**config.mk**
```make
export PLATFORM = sky130hd
export DESIGN_NAME = seq_addsub_nbit
export DESIGN_NICKNAME = d
export VERILOG_FILES = /design/src/rtl/seq_addsub_nbit.sv
export SDC_FILE = /design/constraint.sdc
export NUM_CORES = 1
export LEC_CHECK = 0
export CAP_MARGIN = 20
export CORE_MARGIN = 5
export CORE_UTILIZATION = 49
export DETAILED_ROUTE_END_ITERATION = 10
export PLACE_DENSITY = 0.77
export RECOVER_POWER = 25
export SLEW_MARGIN = 5
export SYNTH_ARGS = -nofsm -noshare
export SYNTH_HDL_FRONTEND = slang
export SYNTH_SLANG_ARGS = --single-unit
```
**constraint.sdc**
```tcl
create_clock -name clk -period 2.94 [get_ports clk]
set_clock_uncertainty 0.15 [all_clocks]
set_input_delay 0.588 -clock clk [delete_from_list [all_inputs] [get_ports clk]]
set_output_delay 0.588 -clock clk [all_outputs]
set_load 0.005 [all_outputs]
```
**src/rtl/seq_addsub_nbit.sv**
```systemverilog
// Sequential N-bit adder/subtractor.
// Operands are captured on the accepting edge and processed K bits per
// cycle, least-significant chunk first. Sum/Cout/Ovf change only when the
// final chunk completes, so partial results never reach the outputs.
module seq_addsub_nbit #(
  parameter int N = 4,
  parameter int K = 1
) (
  input  logic         clk,
  input  logic         rst_n,
  input  logic         start,
  input  logic [N-1:0] A,
  input  logic [N-1:0] B,
  input  logic         Cin,
  input  logic         mode,
  output logic         busy,
  output logic         done,
  output logic [N-1:0] Sum,
  output logic         Cout,
  output logic         Ovf
);

  localparam int CHUNKS = N / K;
  localparam int CW = (CHUNKS > 1) ? $clog2(CHUNKS) : 1;
  localparam logic [CW-1:0] LAST = CW'(CHUNKS - 1);

  typedef enum logic [1:0] {
    IDLE = 2'd0,
    BUSY = 2'd1,
    DONE = 2'd2
  } state_t;

  state_t state, state_next;

  // acc holds operand A; as its low chunk is consumed the result chunk is
  // shifted in at the top, so after the last chunk it holds the full result.
  logic [N-1:0]  acc;
  logic [N-1:0]  bop;
  logic          carry;
  logic [CW-1:0] cnt;

  logic [K:0]    chunk;
  logic [N-1:0]  acc_shift;
  logic          ovf_calc;
  logic          last_chunk;

  // K-bit chunk adder on the unprocessed low bits plus running carry
  always_comb begin
    chunk = {1'b0, acc[K-1:0]} + {1'b0, bop[K-1:0]} + {{K{1'b0}}, carry};
  end

  // Result shift: new chunk enters at the top, consumed bits leave the bottom
  if (N == K) begin : g_single
    assign acc_shift = chunk[K-1:0];
  end else begin : g_multi
    assign acc_shift = {chunk[K-1:0], acc[N-1:K]};
  end

  // On the last chunk the top bit of acc/bop is operand bit N-1; the carry
  // into that bit is a ^ b ^ sum there, and overflow is that XOR carry out.
  assign ovf_calc   = acc[K-1] ^ bop[K-1] ^ chunk[K-1] ^ chunk[K];
  assign last_chunk = (cnt == LAST);

  // State register
  always_ff @(posedge clk or negedge rst_n) begin
    if (!rst_n) begin
      state <= IDLE;
    end else begin
      state <= state_next;
    end
  end

  // Next-state logic and status outputs decoded from state
  always_comb begin
    state_next = state;
    busy       = 1'b0;
    done       = 1'b0;
    case (state)
      IDLE: begin
        if (start) begin
          state_next = BUSY;
        end
      end
      BUSY: begin
        busy = 1'b1;
        if (last_chunk) begin
          state_next = DONE;
        end
      end
      DONE: begin
        done       = 1'b1;
        state_next = IDLE;
      end
      default: begin
        state_next = IDLE;
      end
    endcase
  end

  // Operand capture (B inverted and carry flipped for subtract) and chunk processing
  always_ff @(posedge clk or negedge rst_n) begin
    if (!rst_n) begin
      acc   <= '0;
      bop   <= '0;
      carry <= 1'b0;
      cnt   <= '0;
    end else begin
      case (state)
        IDLE: begin
          if (start) begin
            acc   <= A;
            bop   <= B ^ {N{mode}};
            carry <= Cin ^ mode;
            cnt   <= '0;
          end
        end
        BUSY: begin
          acc   <= acc_shift;
          bop   <= bop >> K;
          carry <= chunk[K];
          cnt   <= cnt + CW'(1);
        end
        default: begin
        end
      endcase
    end
  end

  // Visible results load only when the final chunk completes
  always_ff @(posedge clk or negedge rst_n) begin
    if (!rst_n) begin
      Sum  <= '0;
      Cout <= 1'b0;
      Ovf  <= 1'b0;
    end else if (state == BUSY && last_chunk) begin
      Sum  <= acc_shift;
      Cout <= chunk[K];
      Ovf  <= ovf_calc;
    end
  end

endmodule

```
## After elaboration in Yosys (flattened, before gate mapping)

Cells that the tools add are included.

| word-level totals | value |
|---|---|
| register bits | 19 |
| output and inout bits | 8 |
| logic and storage cells | 39 |

| cells by class | value |
|---|---|
| $add $sub $neg | 3 |
| equal/unequal tests | 5 |
| muxes and demuxes | 13 |
| bitwise gates (word level) | 5 |
| reduce and logical (&&, ||, !) cells | 5 |

Operator list:

| cell | number |
|---|---|
| 4-bit one-hot mux with 2 select lines | 2 |
| 4-bit 2-to-1 mux | 2 |
| 2-bit one-hot mux with 2 select lines | 2 |
| 2-bit 2-to-1 mux | 3 |
| 2-bit equality test (second input constant) | 2 |
| 2-bit != test (second input constant) | 2 |
| 2-bit AND reduction | 2 |
| 1-bit XOR | 4 |
| 4-bit XOR | 1 |
| 1-bit 2-to-1 mux | 3 |
| 1-bit by 1-bit adder with 2-bit output | 1 |
| 2-bit by 1-bit adder with 2-bit output | 1 |
| 2-bit by 1-bit adder with 2-bit output (second input constant) | 1 |
| 2-bit by 1-bit equality test with 1-bit output (second input constant) | 1 |
| 2-bit zero test | 1 |
| 1-bit one-hot mux with 2 select lines | 1 |
| 2-bit nonzero test | 1 |
| 1-bit logical AND | 1 |

## Longest topological paths before layout

Gate-level depths: netlist of the first run.

| depth | value |
|---|---|
| depth in word-level cells | 4 |
| gate-level depth with buffers | 4 |
| gate-level depth less buffers | 4 |

## Least setup slack after synthesis of the first run

Ideal clock, no wire load.

| timing | value |
|---|---|
| kind | reg-to-reg |
| start | register acc[0] |
| end | register Ovf |
| library setup time | 0.127 ns |
| arrival time | 1.319 ns |
| required time | 2.663 ns |
| path slack | 1.344 ns |
| cell stages (with the launch flop) | 5 |
| clock period less this slack | 1.596 ns |
| cell sequence | dfrtp_1 -> fa_1 -> xnor2_1 -> xnor2_1 -> o21ai_0 |

| between the ends | value |
|---|---|
| word-level cells in the longest chain between the ends | 4 |

Ends and longest elaborated chain:

| item | line | text |
|---|---|---|
| start, declared | 37 | `logic [N-1:0] acc;` |
| start signal, assigned | 118 | `acc <= acc_shift;` |
| 1-bit by 1-bit adder with 2-bit output | 49 | `chunk = {1'b0, acc[K-1:0]} + {1'b0, bop[K-1:0]} + {{K{1'b0}}, carry};` |
| 2-bit by 1-bit adder with 2-bit output | 49 |  |
| net chunk[0] | 42 | `logic [K:0] chunk;` |
| 1-bit XOR (2 in a row) | 61 | `assign ovf_calc = acc[K-1] ^ bop[K-1] ^ chunk[K-1] ^ chunk[K];` |
| end signal, assigned | 138 | `Ovf <= ovf_calc;` |
| end, declared | 20 | `output logic Ovf` |

The timed path passes the listed nets, and every way through them passes these cells.
A chain may end at the register's enable or synchronous reset.

## Worst setup path after layout of the first run

| timing | value |
|---|---|
| start | register state[0] |
| end | output port busy |

| between the ends | value |
|---|---|
| word-level cells in the longest chain between the ends | 2 |

Ends and longest elaborated chain:

| item | line | text |
|---|---|---|
| start, declared | 33 | `state_t state, state_next;` |
| start signal, assigned | 69 | `state <= state_next;` |
| 2-bit by 1-bit equality test with 1-bit output | 78 | `case (state)` |
| 1-bit 2-to-1 mux | 78 |  |
| end, declared | 16 | `output logic busy,` |

Every way passes these cells.

==> results.md, run 1 <==
- Placement Cell Area: 1180 sq um
- GR Util All Layers: 13.9%
- Hold Path Stages: 2
- Post-CTS Setup Inserts: 0
- Fmax: 394 MHz
- Drc violations: 0
- Clk_lat worst skew: 0.29 ns
- Final Power: 1.14 mW
- DR iter-0 viols: 17
- Net Count, Synth: ~100
- Final setup fails: 0
- Reg2Reg Depth: 4
- Via count: 726
- Die Y: roughly 55 microns
- Hold WC Path Type: reg -> reg
- Minimum clock period: 2.54 ns
- Antenna cells: 0
- Largest net degree at the start of global routing: 20
- Netlist cell types: 23
- Routability cong.: 0.816
- Initial Util: between 50% and 60%
- Slew Viols, Final: 0
- Post-layout net count: around 120
- Cells along the critical path: nor2b_4 > clkdlybuf4s50_1
- Clk root buf: clkbuf_4
- Most area-consuming cells after synthesis: dfrtp_1, mux2_2, nor2b_1, a22oi_1, a21oi_1
- CP top delay family: flip-flops
- # rows: 16
- Die footprint: between 3000 and 4000 sq um
- Slew margin rel.: between 40% and 50%
- Critical path origin: state[0]$_DFFE_PN0P_
- Worst-path clk slew: 0.10 ns
- Final core occ: 61.5%
- WP depth: 2
- Count leader, synth: dfrtp_1
- Reg2reg setup slack: around 1.2 ns
- Dominant cell type by area after synthesis: dfrtp_1
- Area Overhead vs Synth: 20.5%
- Longest Clk Path Bufs: 2
- Post-cts gate resize count: 0
- Filler instances: 183
- CTS Buf Count: 3
- GRT overflow: 0
- Final ANT Viol Nets: 0
- HPWL after detailed placement: 1390 microns
- First-pass GRT wire length: 2950 microns
- Mean Syn Cell Area: 11.1 sq um
- Startpoint types: flop
- Vias in the first global route: about 630
- # H-tree levels: 1
- Boundary pin count: 21
- Top cells by count, synth: dfrtp_1, a21oi_1, nor2b_1, o21ai_0, a22oi_1
- Worst setup EP type: output pin
- Status: finished clean
- Mapped Cells: slightly below 90
- Flops & latches, synth: 19
- Die W: 55.0 microns
- Final Hold Fails: 0
- Data arrival time of the worst path: roughly 1.8 ns
- Crit path largest cell delay: around 0.60 ns
- Synth top area share: 48.0%
- Layout cell share with drive strength beyond 1: 10.3%
- Worst path slowest cell: dfrtp_1
- Leakage: 0.504 nW
- Synthesized cell area: around 990 sq um
- Core ar.: 1940 sq um
- TritonRoute pass-1 iters: 4
- WP data required: 2.20 ns
- Worst-margin pin slew: 0.845 ns
- Post-synth EDFFs: 0
- Min-delay src: Ovf$_DFFE_PN0P_
- Buf/Inv on CP: 1
- Period utilisation layout: a little under 90%
- Power Density: 955 nW/um^2
- Max Cap Viol: 0
- Warnings, synthesis: 0
- Sink Count: 19
- Final instance area: approximately 1200 sq um
- RSZ-0062 raised after global routing: false
- Hold-fix buffers, CTS: 0
- Kind of critical path: reg -> out
- Predominant post-synthesis flop cell: dfrtp_1
- CTS tree: done
- Initial antenna violation count: 0
- Sequential area share after synthesis: around 48%
- Port Buffer Count: 20
- DRT Wirelength: 1850 microns
- Max FO, Critical Path: 15
- RR Startpoint: acc[0]$_DFFE_PN0P_
- Setup TNS: 0 ns
- Async set or reset register ratio after synthesis: between 90% and 100%
- Peak supply drop: 701 uV
- Number of vias per cell: 5.42
- WL/cell: approximately 14 microns
[placed cells by master, fill, tap and decap left out, types with 4 or more instances in the layout]
master | synthesis | routed
dfrtp_1 | 19 | 19
clkdlybuf4s50_1 | 0 | 18
nor2b_1 | 9 | 9
a21oi_1 | 9 | 9
o21ai_0 | 9 | 9
a22oi_1 | 7 | 7
mux2_2 | 6 | 6
xor2_1 | 4 | 4
xnor2_1 | 4 | 4
[worst register-to-register path, cell delays in order (launching register included)]
cell and delay (ns):
dfrtp_1 0.45, fa_1 0.62, xnor2_1 0.15, xnor2_1 0.14, o21ai_0 0.10
[kinds of logic after synthesis]
logic type                 synth area share, %
AOI/OAI and AO/OA                         17.5
muxes                                     6.82
xor gates and xnor gates                  7.07
buffers and inverters                     5.30
adders and majority gates                 3.28
DFF                                       48.0
and+or+nand+nor                           12.0
[sequential cells by signal, indices dropped and copies added (netlist names)]
name   flops
Cout       1
Ovf        1
cnt        2
Sum        4
bop        4
state      2
carry      1
acc        4
[power breakdown]
group	internal [mW]	leakage (nW)	switching, mW
combinational	0.312	0.250	0.205
clock	0.0527	0.0150	0.0771
sequential	0.377	0.238	0.117
[final timing paths]
check,endpoint
max reg2reg,Ovf$_DFFE_PN0P_
min in group asynchronous,Sum[2]$_DFFE_PN0P_
max in group asynchronous,carry$_DFFE_PN0P_
min,Ovf$_DFFE_PN0P_
min reg2reg,Ovf$_DFFE_PN0P_
max,busy
[routing by layer]
| metal | routed length [microns] | track usage (%) |
|---|---|---|
| met2 | 877 | 21.7 |
| met4 | 40 | 6.88 |
| met5 | 0 | 0 |
| met3 | 115 | 3.22 |
| met1 | 812 | 18.0 |
[cell type report]
class                      count  area (sq um)  share of cell area [%]
timing repair buffer          20           200                    16.8
clock buffer                   4          26.3                    2.20
tap                           27          33.8                    2.83
multi-input combinational     62           450                    37.7
sequential                    19           475                    39.8
inverter                       2          7.51                   0.629
[metrics by stage]
stage / hold slack [ns] / cells / setup slack (ns)
final: 0.356 / 134 / 0.399
after CTS: 0.361 / 134 / 0.333
after global routing: 0.381 / 134 / 0.265
after detailed placement: 0.337 / 130 / 0.625
after global placement: 0.317 / 130 / 0.670
after floorplan: 0.142 / 89 / 1.34
No activity file was read; power rests on OpenSTA's default activity.
==> inputs of run 2 (changes only) <==
CELL_PAD_IN_SITES_DETAIL_PLACEMENT = 0   (was unset)
CELL_PAD_IN_SITES_GLOBAL_PLACEMENT = 1   (was unset)
CORE_UTILIZATION = 41   (was 49)
PLACE_DENSITY = 0.84   (was 0.77)
==> results.md, run 2 (synthesis results as in run 1) <==
- Period utilisation layout: a little over four fifths
- Fmax: 403 MHz
- Die W: just under 60 microns
- Initial antenna violation count: 0
- # H-tree levels: 1
- Max Cap Viol: 0
- Clk_lat worst skew: 0.29 ns
- Die footprint: 3500 sq um
- Startpoint types: flop
- Worst-path clk slew: ~0.10 ns
- RR Startpoint: acc[0]$_DFFE_PN0P_
- GR Util All Layers: between 10% and 20%
- Power Density: 958 nW/um^2
- Biggest regs: Sum (4), acc (4), bop (4)
- Cells along the critical path: nor2b_4 > clkdlybuf4s50_1
- Worst hold slack: 0.344 ns
- Peak supply drop: 603 uV
- Area Overhead vs Synth: 21.3%
- Worst setup EP type: output pin
- TritonRoute pass-1 iters: 4
- Vias in the first global route: 761
- # rows: 17
- DRT Wirelength: about 2000 microns
- Filler instances: 214
- Minimum clock period: 2.48 ns
- Final setup fails: 0
- Number of vias per cell: 5.26
- Critical path origin: state[1]$_DFFE_PN0P_
- GRT overflow: 0
- Routability cong.: 0.781
- Drc violations: 0
- Post-cts gate resize count: 0
- Slew margin rel.: about two fifths
- Leakage: 0.508 nW
- WP data required: 2.20 ns
- Reg2reg end: Ovf$_DFFE_PN0P_
- Most frequent cells in the layout: dfrtp_1, clkdlybuf4s50_1, o21ai_0
- Final ANT Viol Nets: 0
- Hold Path Stages: 2
- Hold WC Path Type: reg -> reg
- HPWL after detailed placement: 1430 microns
- Worst-margin pin slew: just under 0.9 ns
- Core ar.: 2250 sq um
- Data arrival time of the worst path: 1.74 ns
- First-pass GRT wire length: 3430 microns
- Status: finished clean
- Longest Clk Path Bufs: 2
- CTS Buf Count: 3
- Final Power: about 1.2 mW
- CP endpoint: busy
- Leading cell type in the layout, fill and taps excluded: dfrtp_1
- Slew Viols, Final: 0
- Initial Util: 44.0%
- Boundary pin count: 21
- Clk root buf: clkbuf_4
- Hold-fix buffers, CTS: 0
- Via count: 720
- Reg2Reg Depth: 4
- Post-CTS Setup Inserts: 0
- Crit path largest cell delay: 0.57 ns
- Largest net degree at the start of global routing: 20
- Antenna cells: 0
- Final Hold Fails: 0
- Sink Count: 19
- WL/cell: between 10 and 15 microns
- Kind of critical path: reg -> out
- Layout cell share with drive strength beyond 1: 10.1%
- Port Buffer Count: 20
- RSZ-0062 raised after global routing: false
- DR iter-0 viols: 16
- Worst path slowest cell: dfrtp_1
- Max FO, Critical Path: 13
- Post-layout net count: 125
- Setup TNS: 0 ns
- CTS tree: done
- Die Y: 59.2 microns
- Reg2reg setup slack: 1.21 ns
==> run 2: per-stage QoR <==
step	std cells	area [sq um]	setup slack (ns)	util, %
floorplan	89	991	1.34	-
global placement	133	1200	0.769	53.1
detailed placement	133	1200	0.743	53.1
CTS	137	1220	0.450	54.2
global route	137	1200	0.352	53.3
finish	137	1200	0.458	53.3
==> run 2: layout make-up <==
type,instances,area (sq um),share of cell area [%]
sequential,19,475,39.5
timing repair buffer,22,211,17.6
inverter,2,7.51,0.624
clock buffer,4,26.3,2.19
tap,28,35.0,2.91
multi-input combinational,62,447,37.1
==> run 2: critical path, delay by kind of cell, from the launching register on <==
kind                   cells  cell delay [ns]
DFF                        1             0.57
and+or+nand+nor            1             0.33
buffers and inverters      1             0.56
==> run 2: power by group <==
part	switching, mW	internal [mW]	total (mW)
clock network	0.0766	0.0527	0.129
logic	0.229	0.319	0.548
registers	0.0976	0.377	0.475
total	0.403	0.749	1.15
==> run 2: metal layers <==
| metal | GRT usage [%] | vias to the layer above | routed length (microns) |
|---|---|---|---|
| met5 | 0 | - | 0 |
| met4 | 4.85 | 0 | 28 |
| met3 | 2.61 | 4 | 83 |
| met2 | 19.7 | 15 | 952 |
| met1 | 17.7 | 355 | 919 |
| li1 | - | 346 | - |
==> run 2: worst min path at each step <==
| stage | start | to | slack (ns) |
|---|---|---|---|
| global placement | Ovf$_DFFE_PN0P_ | Ovf$_DFFE_PN0P_ | 0.32 |
| finish | Ovf$_DFFE_PN0P_ | Ovf$_DFFE_PN0P_ | 0.34 |
| global route | Sum[3]$_DFFE_PN0P_ | Sum[3]$_DFFE_PN0P_ | 0.39 |
| detailed placement | Ovf$_DFFE_PN0P_ | Ovf$_DFFE_PN0P_ | 0.33 |
| CTS | Ovf$_DFFE_PN0P_ | Ovf$_DFFE_PN0P_ | 0.35 |
| floorplan | rst_n | Cout$_DFFE_PN0P_ | 0.14 |
